$ cat config.mk
export PLATFORM = sky130hd
export DESIGN_NAME = tlul_host_adapter
export DESIGN_NICKNAME = d
export VERILOG_FILES = /design/src/rtl/tlul_host_adapter.sv
export SDC_FILE = /design/constraint.sdc
export NUM_CORES = 1
export LEC_CHECK = 0
export BUFFER_PORTS_ARGS = -buffer_cell sky130_fd_sc_hd__buf_2
export CORE_AREA = 2 2 108 110
export DETAILED_ROUTE_END_ITERATION = 7
export DIE_AREA = 0 0 110 112
export PLACE_DENSITY = 0.45
export SLEW_MARGIN = 10
export SYNTH_ARGS = -nofsm -noshare
export SYNTH_HDL_FRONTEND = slang
export SYNTH_SLANG_ARGS = --single-unit
$ cat constraint.sdc
create_clock -name clk_i -period 2.1 [get_ports clk_i]
set_input_delay 0.315 -clock clk_i [delete_from_list [all_inputs] [get_ports clk_i]]
set_output_delay 0.315 -clock clk_i [all_outputs]
set_load 0.03 [all_outputs]
$ cat src/rtl/tlul_host_adapter.sv
// Host-side TL-UL bridge: req/gnt/rvalid master port to tl_h2d_t/tl_d2h_t, in-order responses.
// Optional d_source check against the expected-source FIFO: define TLUL_HOST_SRC_CHECK_EN.

package tlul_pkg;

   typedef enum logic [2:0] {
      PutFullData    = 3'h0,
      PutPartialData = 3'h1,
      Get            = 3'h4
   } tl_a_op_e;

   typedef enum logic [2:0] {
      AccessAck     = 3'h0,
      AccessAckData = 3'h1
   } tl_d_op_e;

   typedef struct packed {
      logic [3:0] instr_type;
      logic [6:0] cmd_intg;
      logic [6:0] data_intg;
   } tl_a_user_t;

   parameter tl_a_user_t TL_A_USER_DEFAULT = '{instr_type: 4'b1001, cmd_intg: 7'h0, data_intg: 7'h0};

   typedef struct packed {
      logic [6:0] rsp_intg;
      logic [6:0] data_intg;
   } tl_d_user_t;

   typedef struct packed {
      logic        a_valid;
      tl_a_op_e    a_opcode;
      logic [2:0]  a_param;
      logic [1:0]  a_size;
      logic [7:0]  a_source;
      logic [31:0] a_address;
      logic [3:0]  a_mask;
      logic [31:0] a_data;
      tl_a_user_t  a_user;
      logic        d_ready;
   } tl_h2d_t;

   typedef struct packed {
      logic        d_valid;
      tl_d_op_e    d_opcode;
      logic [2:0]  d_param;
      logic [1:0]  d_size;
      logic [7:0]  d_source;
      logic [0:0]  d_sink;
      logic [31:0] d_data;
      tl_d_user_t  d_user;
      logic        d_error;
      logic        a_ready;
   } tl_d2h_t;

endpackage

module tlul_host_adapter #(
   parameter int Outstanding = 2
) (
   input  logic             clk_i,
   input  logic             rst_ni,
   input  logic             req_i,
   output logic             gnt_o,
   input  logic [31:0]      addr_i,
   input  logic             we_i,
   input  logic [31:0]      wdata_i,
   input  logic [3:0]       be_i,
   output logic             rvalid_o,
   output logic [31:0]      rdata_o,
   output logic             err_o,
   output logic             unexp_rsp_o,
   output tlul_pkg::tl_h2d_t tl_o,
   input  tlul_pkg::tl_d2h_t tl_i
);

   localparam logic [2:0] MaxCnt  = 3'(Outstanding);
   localparam logic [1:0] LastSrc = 2'(Outstanding - 1);

   logic [2:0] cnt_q, cnt_d;
   logic [1:0] src_q, src_d;
   logic       unexp_q, unexp_d;
   logic       a_valid;
   logic       a_hs;
   logic       d_beat;
   logic       d_acc;
   logic       src_mismatch;

   // d_ready is tied high, so every d_valid is a consumed beat.
   assign a_valid = req_i & (cnt_q < MaxCnt);
   assign a_hs    = a_valid & tl_i.a_ready;
   assign d_beat  = tl_i.d_valid;
   assign d_acc   = d_beat & (cnt_q != 3'd0);

   always_comb begin
      cnt_d = cnt_q;
      unique case ({a_hs, d_acc})
         2'b10:   cnt_d = cnt_q + 3'd1;
         2'b01:   cnt_d = cnt_q - 3'd1;
         default: cnt_d = cnt_q;
      endcase
      src_d = src_q;
      if (a_hs) begin
         src_d = (src_q == LastSrc) ? 2'd0 : src_q + 2'd1;
      end
      unexp_d = d_beat & (cnt_q == 3'd0);
   end

   always_ff @(posedge clk_i or negedge rst_ni) begin
      if (!rst_ni) begin
         cnt_q   <= 3'd0;
         src_q   <= 2'd0;
         unexp_q <= 1'b0;
      end else begin
         cnt_q   <= cnt_d;
         src_q   <= src_d;
         unexp_q <= unexp_d;
      end
   end

`ifdef TLUL_HOST_SRC_CHECK_EN
   // The write slot always equals src_q since both advance on the A handshake and wrap alike.
   logic [1:0] exp_q [4];
   logic [1:0] rptr_q, rptr_d;

   always_comb begin
      rptr_d = rptr_q;
      if (d_acc) begin
         rptr_d = (rptr_q == LastSrc) ? 2'd0 : rptr_q + 2'd1;
      end
   end

   always_ff @(posedge clk_i or negedge rst_ni) begin
      if (!rst_ni) begin
         for (int i = 0; i < 4; i++) exp_q[i] <= 2'd0;
         rptr_q <= 2'd0;
      end else begin
         if (a_hs) exp_q[src_q] <= src_q;
         rptr_q <= rptr_d;
      end
   end

   assign src_mismatch = (tl_i.d_source != {6'b0, exp_q[rptr_q]});

   logic unused_tl;
   assign unused_tl = ^{tl_i.d_param, tl_i.d_size, tl_i.d_sink, tl_i.d_user, addr_i[1:0]};
`else
   assign src_mismatch = 1'b0;

   logic unused_tl;
   assign unused_tl = ^{tl_i.d_param, tl_i.d_size, tl_i.d_sink, tl_i.d_user, tl_i.d_source,
                        addr_i[1:0]};
`endif

   always_comb begin
      tl_o           = '0;
      tl_o.a_valid   = a_valid;
      tl_o.a_opcode  = !we_i          ? tlul_pkg::Get :
                       (be_i == 4'hF) ? tlul_pkg::PutFullData : tlul_pkg::PutPartialData;
      tl_o.a_param   = 3'd0;
      tl_o.a_size    = 2'd2;
      tl_o.a_source  = {6'b0, src_q};
      tl_o.a_address = {addr_i[31:2], 2'b00};
      tl_o.a_mask    = we_i ? be_i : 4'hF;
      tl_o.a_data    = we_i ? wdata_i : 32'h0;
      tl_o.a_user    = tlul_pkg::TL_A_USER_DEFAULT;
      tl_o.d_ready   = 1'b1;
   end

   assign gnt_o       = a_hs;
   assign rvalid_o    = d_acc;
   assign rdata_o     = (d_acc && tl_i.d_opcode == tlul_pkg::AccessAckData) ? tl_i.d_data : 32'h0;
   assign err_o       = d_acc & (tl_i.d_error | src_mismatch);
   assign unexp_rsp_o = unexp_q;

endmodule

After elaboration in Yosys (flattened, before gate mapping)
Cells that the tools add are included.
{ "op_classes": {"addsub": 3, "order_cmp": 1, "n_eq_ne": 5, "n_mux": 7, "bitwise": 5, "n_reduce_logical": 4} }
{ "ops": {"columns": ["op", "n"], "rows": [
  ["$mux 32", 2],
  ["$pmux 3 s2", 1],
  ["$and 1x1->1", 5],
  ["$eq 2x1->1 const B", 2],
  ["$eq 4x4->1 const B", 1],
  ["$mux 4", 1],
  ["$add 3x1->3 const B", 1],
  ["$eq 3x1->1 const B", 1],
  ["$logic_not 3->1", 1],
  ["$lt 3x2->1 const B", 1],
  ["$mux 3", 1],
  ["$reduce_bool 3->1", 1],
  ["$sub 3x1->3 const B", 1],
  ["$add 2x1->2 const B", 1],
  ["$eq 2x2->1 const B", 1],
  ["$mux 2", 1],
  ["$reduce_bool 2->1", 1],
  ["$logic_and 1x1->1", 1],
  ["$mux 1", 1]
]} }
{ "totals": {"regBits": 6, "in_bits": 138, "output_inout_bits": 140} }

Longest topological paths before layout
{ "logic_depth": {"ltp_word": 5, "mapped_depth": 8, "depth_no_buf": 8} }

Worst setup path after synthesis
No wires, ideal clock.
{ "synth_path": {"path_kind": "register to register", "start": "reg cnt_q[2]", "end": "reg cnt_q[2]", "setup_time_ns": 0.079, "arrival_ns": 2.065, "t_required_ns": 2.021, "path_slack_ns": -0.044, "stages_incl_launch_ff": 9, "period_less_slack_ns": 2.144, "cell_sequence": "dfrtp_1 -> nor3_4 -> nor2b_1 -> ha_1 -> inv_1 -> fa_1 -> xor2_1 -> nor2_1 -> xor2_1"} }
{ "synth_between": {"word_cells_on_any_way": 11} }
{ "synth_rtl": {"columns": ["item", "line", "rtl"], "rows": [
  ["start, declared", "80", "logic [2:0] cnt_q, cnt_d;"],
  ["start signal, assigned", "115", "cnt_q <= cnt_d;"],
  ["$reduce_bool 3->1 (*)", "93", "assign d_acc = d_beat & (cnt_q != 3'd0);"],
  ["$and 1x1->1 (*)", "93", null],
  ["via rvalid_o", "69", "output logic rvalid_o,"],
  ["$eq 2x1->1 / $eq 2x2->1 (equally long branches)", "97", "unique case ({a_hs, d_acc})"],
  ["$pmux 3 s2 / $reduce_bool 2->1 (equally long branches)", null, null]
]} }
Mark *: on every way through the listed nets, which the timed path passes. The rest lies on a longest branch.
A chain may end at the register's enable or synchronous reset.

Final worst setup path
{ "layout_path": {"start": "reg cnt_q[2]", "end": "out rdata_o[1]"} }
{ "layout_between": {"elab_chain_cells": 4} }
{ "layout_lines": {"columns": ["item", "line", "rtl"], "rows": [
  ["$reduce_bool 3->1", "93", null],
  ["$and 1x1->1", "93", null],
  ["$logic_and 1x1->1", "172", "assign rdata_o = (d_acc && tl_i.d_opcode == tlul_pkg::AccessAckData) ? tl_i.d_data : 32'h0;"],
  ["$mux 32", "172", null],
  ["end, declared", "70", "output logic [31:0] rdata_o,"]
]} }
Every way passes these cells.

==> results.cfg <==
[status]
status = complete, no violations

[finish]
layout_common_cells = buf_2, and2_1, conb_1
layout_commonest_cell = buf_2
antenna_cells = 0
area_growth_pct = 48.41
regArea_um2 = 150.1
multi_input_area_um2 = 721.9
final_cell_count_no_fill = 432
final_nets = 431
post-route-util = 0.1723
drive_gt1_frac = 0.5606
num-fill-cells = 1246

[timing]
setup_violations = 0
maxSlewViolCount = 0
rsz0062_at_grt = no
period_share = 0.8833
clock_skew_ns = 0.001080
setup_slack_ns = 0.2451
period_needed_ns = 1.855
fmax_mhz = 539.1
final.setup.tns_ns = 0
hold_violations = 0

[synthesis]
syn_area_mm2 = 0.001297
synth_cells = 170
yosysSeqAreaShare = 0.1157
ys_types = 22
ys_ff_latch = 6
synth.avg_cell_area_um2 = 7.632
yosysWarnings = 0

[grt]
grt_overflow = 0
grt_pass1_vias = 1227
antenna_found_initial = 0
grt_pass1_wl_mm = 5.388
grt_max_degree = 38
gr-usage-all-layers = 0.05640

[floorplan]
ioPinCount = 278
die_area_mm2 = 0.01232
die_h_um = 112
num_rows = 39
fp.dieW_um = 110
core_mm2 = 0.01117
start_util = 0.1161

[clock_network]
cts_resized = 0
cts_tree = done
path_clk_slew_ns = 0.03
cts_max_level = 1
cts_num_sinks = 6
clockBufferDepth = 2
root_buffer = clkbuf_16
clock_latency_ns = 0.23
numCtsBuffers = 3

[worst_setup_path]
crit_chain = nor3_4, nor2_4, and2_1, buf_2
start_kind = flop
slowest_stage = dfrtp_1
critical-path-max-stage-delay_ns = 0.42
cp-end-kind = output port
path_max_fanout = 32
arrival_ns = 1.54
path_delay_family = simple AND/OR/NAND/NOR gates
required_ns = 1.78
worstSetupPathType = flop to output port
crit_buf_inv = 1

[power_and_ir_drop]
switching_share = 0.4588
pwr-share-comb = 0.554
total_power_mw = 1.167
p_leak_nw = 1.191
seq_power_share = 0.186
p_int_mw = 0.6317
clkPwrFrac = 0.260
power.switching_mw = 0.5356
ir_drop_v = 0.0003162
p_per_area_mw_per_mm2 = 606.2

[placement]
dp_cells = 428
io_buffers = 154
pre_cts_ws_ns = 0.2555
gp_congestion = 0.6804
hpwl_mm = 3.602

[route]
routed_via_density = 3.123
vias = 1349
drtIter0Drc = 19
wl_mm = 3.917
firstDrtPassIters = 3
drc = 0
routedWlPerCell_um = 9.067
drtAntennaViolNets = 0

[min_path]
hold_path.class = input pin to flop

[job]
cap_violations = 0
stage by stage:
step / instance area [µm²] / hold WS [ns]
floorplan: 1416 / 0.01941
global route: 1926 / 0.3277
detailed placement: 1841 / 0.1501
global placement: 1841 / 0.1447
CTS: 1926 / 0.3215
finish: 1926 / 0.3219
registers in the layout (all words and copies together), names as in the netlist:
name         flops
src_q            2
unexp_rsp_o      1
cnt_q            3
power groups by stage:
stage	logic (mW)	registers (mW)	clock network, mW
4_1_cts	0.656	0.218	0.310
6_report	0.647	0.217	0.303
5_1_grt	0.708	0.226	0.321
2_1_floorplan	0.598	0.238	0
3_3_place_gp	0.634	0.218	0
3_5_place_dp	0.647	0.218	0
per-layer routing:
metal | vias to the layer above | global-route usage | wire (µm)
li1 | 658 | - | -
met1 | 543 | 0.04455 | 1182
met2 | 130 | 0.1166 | 2026
met3 | 18 | 0.01639 | 549
met4 | 0 | 0.02954 | 159
met5 | - | 0 | 0
layout make-up:
cell class / count / area share
repair buffers: 155 / 0.4055
well taps: 143 / 0.09292
flip-flops and latches: 6 / 0.07797
inverters: 5 / 0.009747
multi-input cells: 120 / 0.3749
clock buffers: 3 / 0.03899
cell usage after synthesis:
master	instances	area [µm²]
dfrtp_1	6	150.1
nor2_1	2	7.510
nand3_1	1	5.000
nor3_4	1	16.27
nand2b_1	4	25.02
clkbuf_1	3	11.26
inv_2	2	7.510
ha_1	1	12.51
nor2b_1	1	6.260
conb_1	2	7.510
nor2_4	1	11.26
inv_1	3	11.26
xor2_1	2	17.52
fa_1	1	20.02
mux2i_1	1	10.01
a41oi_1	1	8.760
buf_4	64	480.5
a21boi_1	1	7.510
xnor2_1	2	17.52
nand4bb_1	1	11.26
and2_1	67	419.2
buf_6	3	33.78
path summary, 6_finish.rpt:
path | startpoint | end | cells after the start | slack [ns]
setup / recovery | cnt_q[2] | rdata_o[1] | 4 | 0.25
hold / removal | tl_i[65] | unexp_rsp_o | 2 | 0.32
setup reg to reg | cnt_q[2] | cnt_q[2] | 8 | 0.26
hold reg to reg | src_q[0] | src_q[1] | 1 | 0.49
max in group asynchronous | rst_ni | cnt_q[1] | 2 | 1.49
min in group asynchronous | rst_ni | cnt_q[2] | 2 | 0.47
cells by family after synthesis:
kind of cell / after synthesis / share of synthesized area
AOI/OAI and AO/OA: 2 / 0.01254
xor gates and xnor gates: 4 / 0.02701
adders and majority gates: 2 / 0.02507
buffers and inverters: 75 / 0.4195
DFF: 6 / 0.1157
muxes: 1 / 0.007715
other: 2 / 0.005788
and+or+nand+nor: 78 / 0.3867
timing repair:
action | 4_1_cts | 5_1_grt
endpoints found under the setup margin | 0 | 0
endpoints found under the hold margin | 6 | 0
setup buffers | 0 | 0
hold buffers | 1 | 0
(Power assumes the default switching activity.)
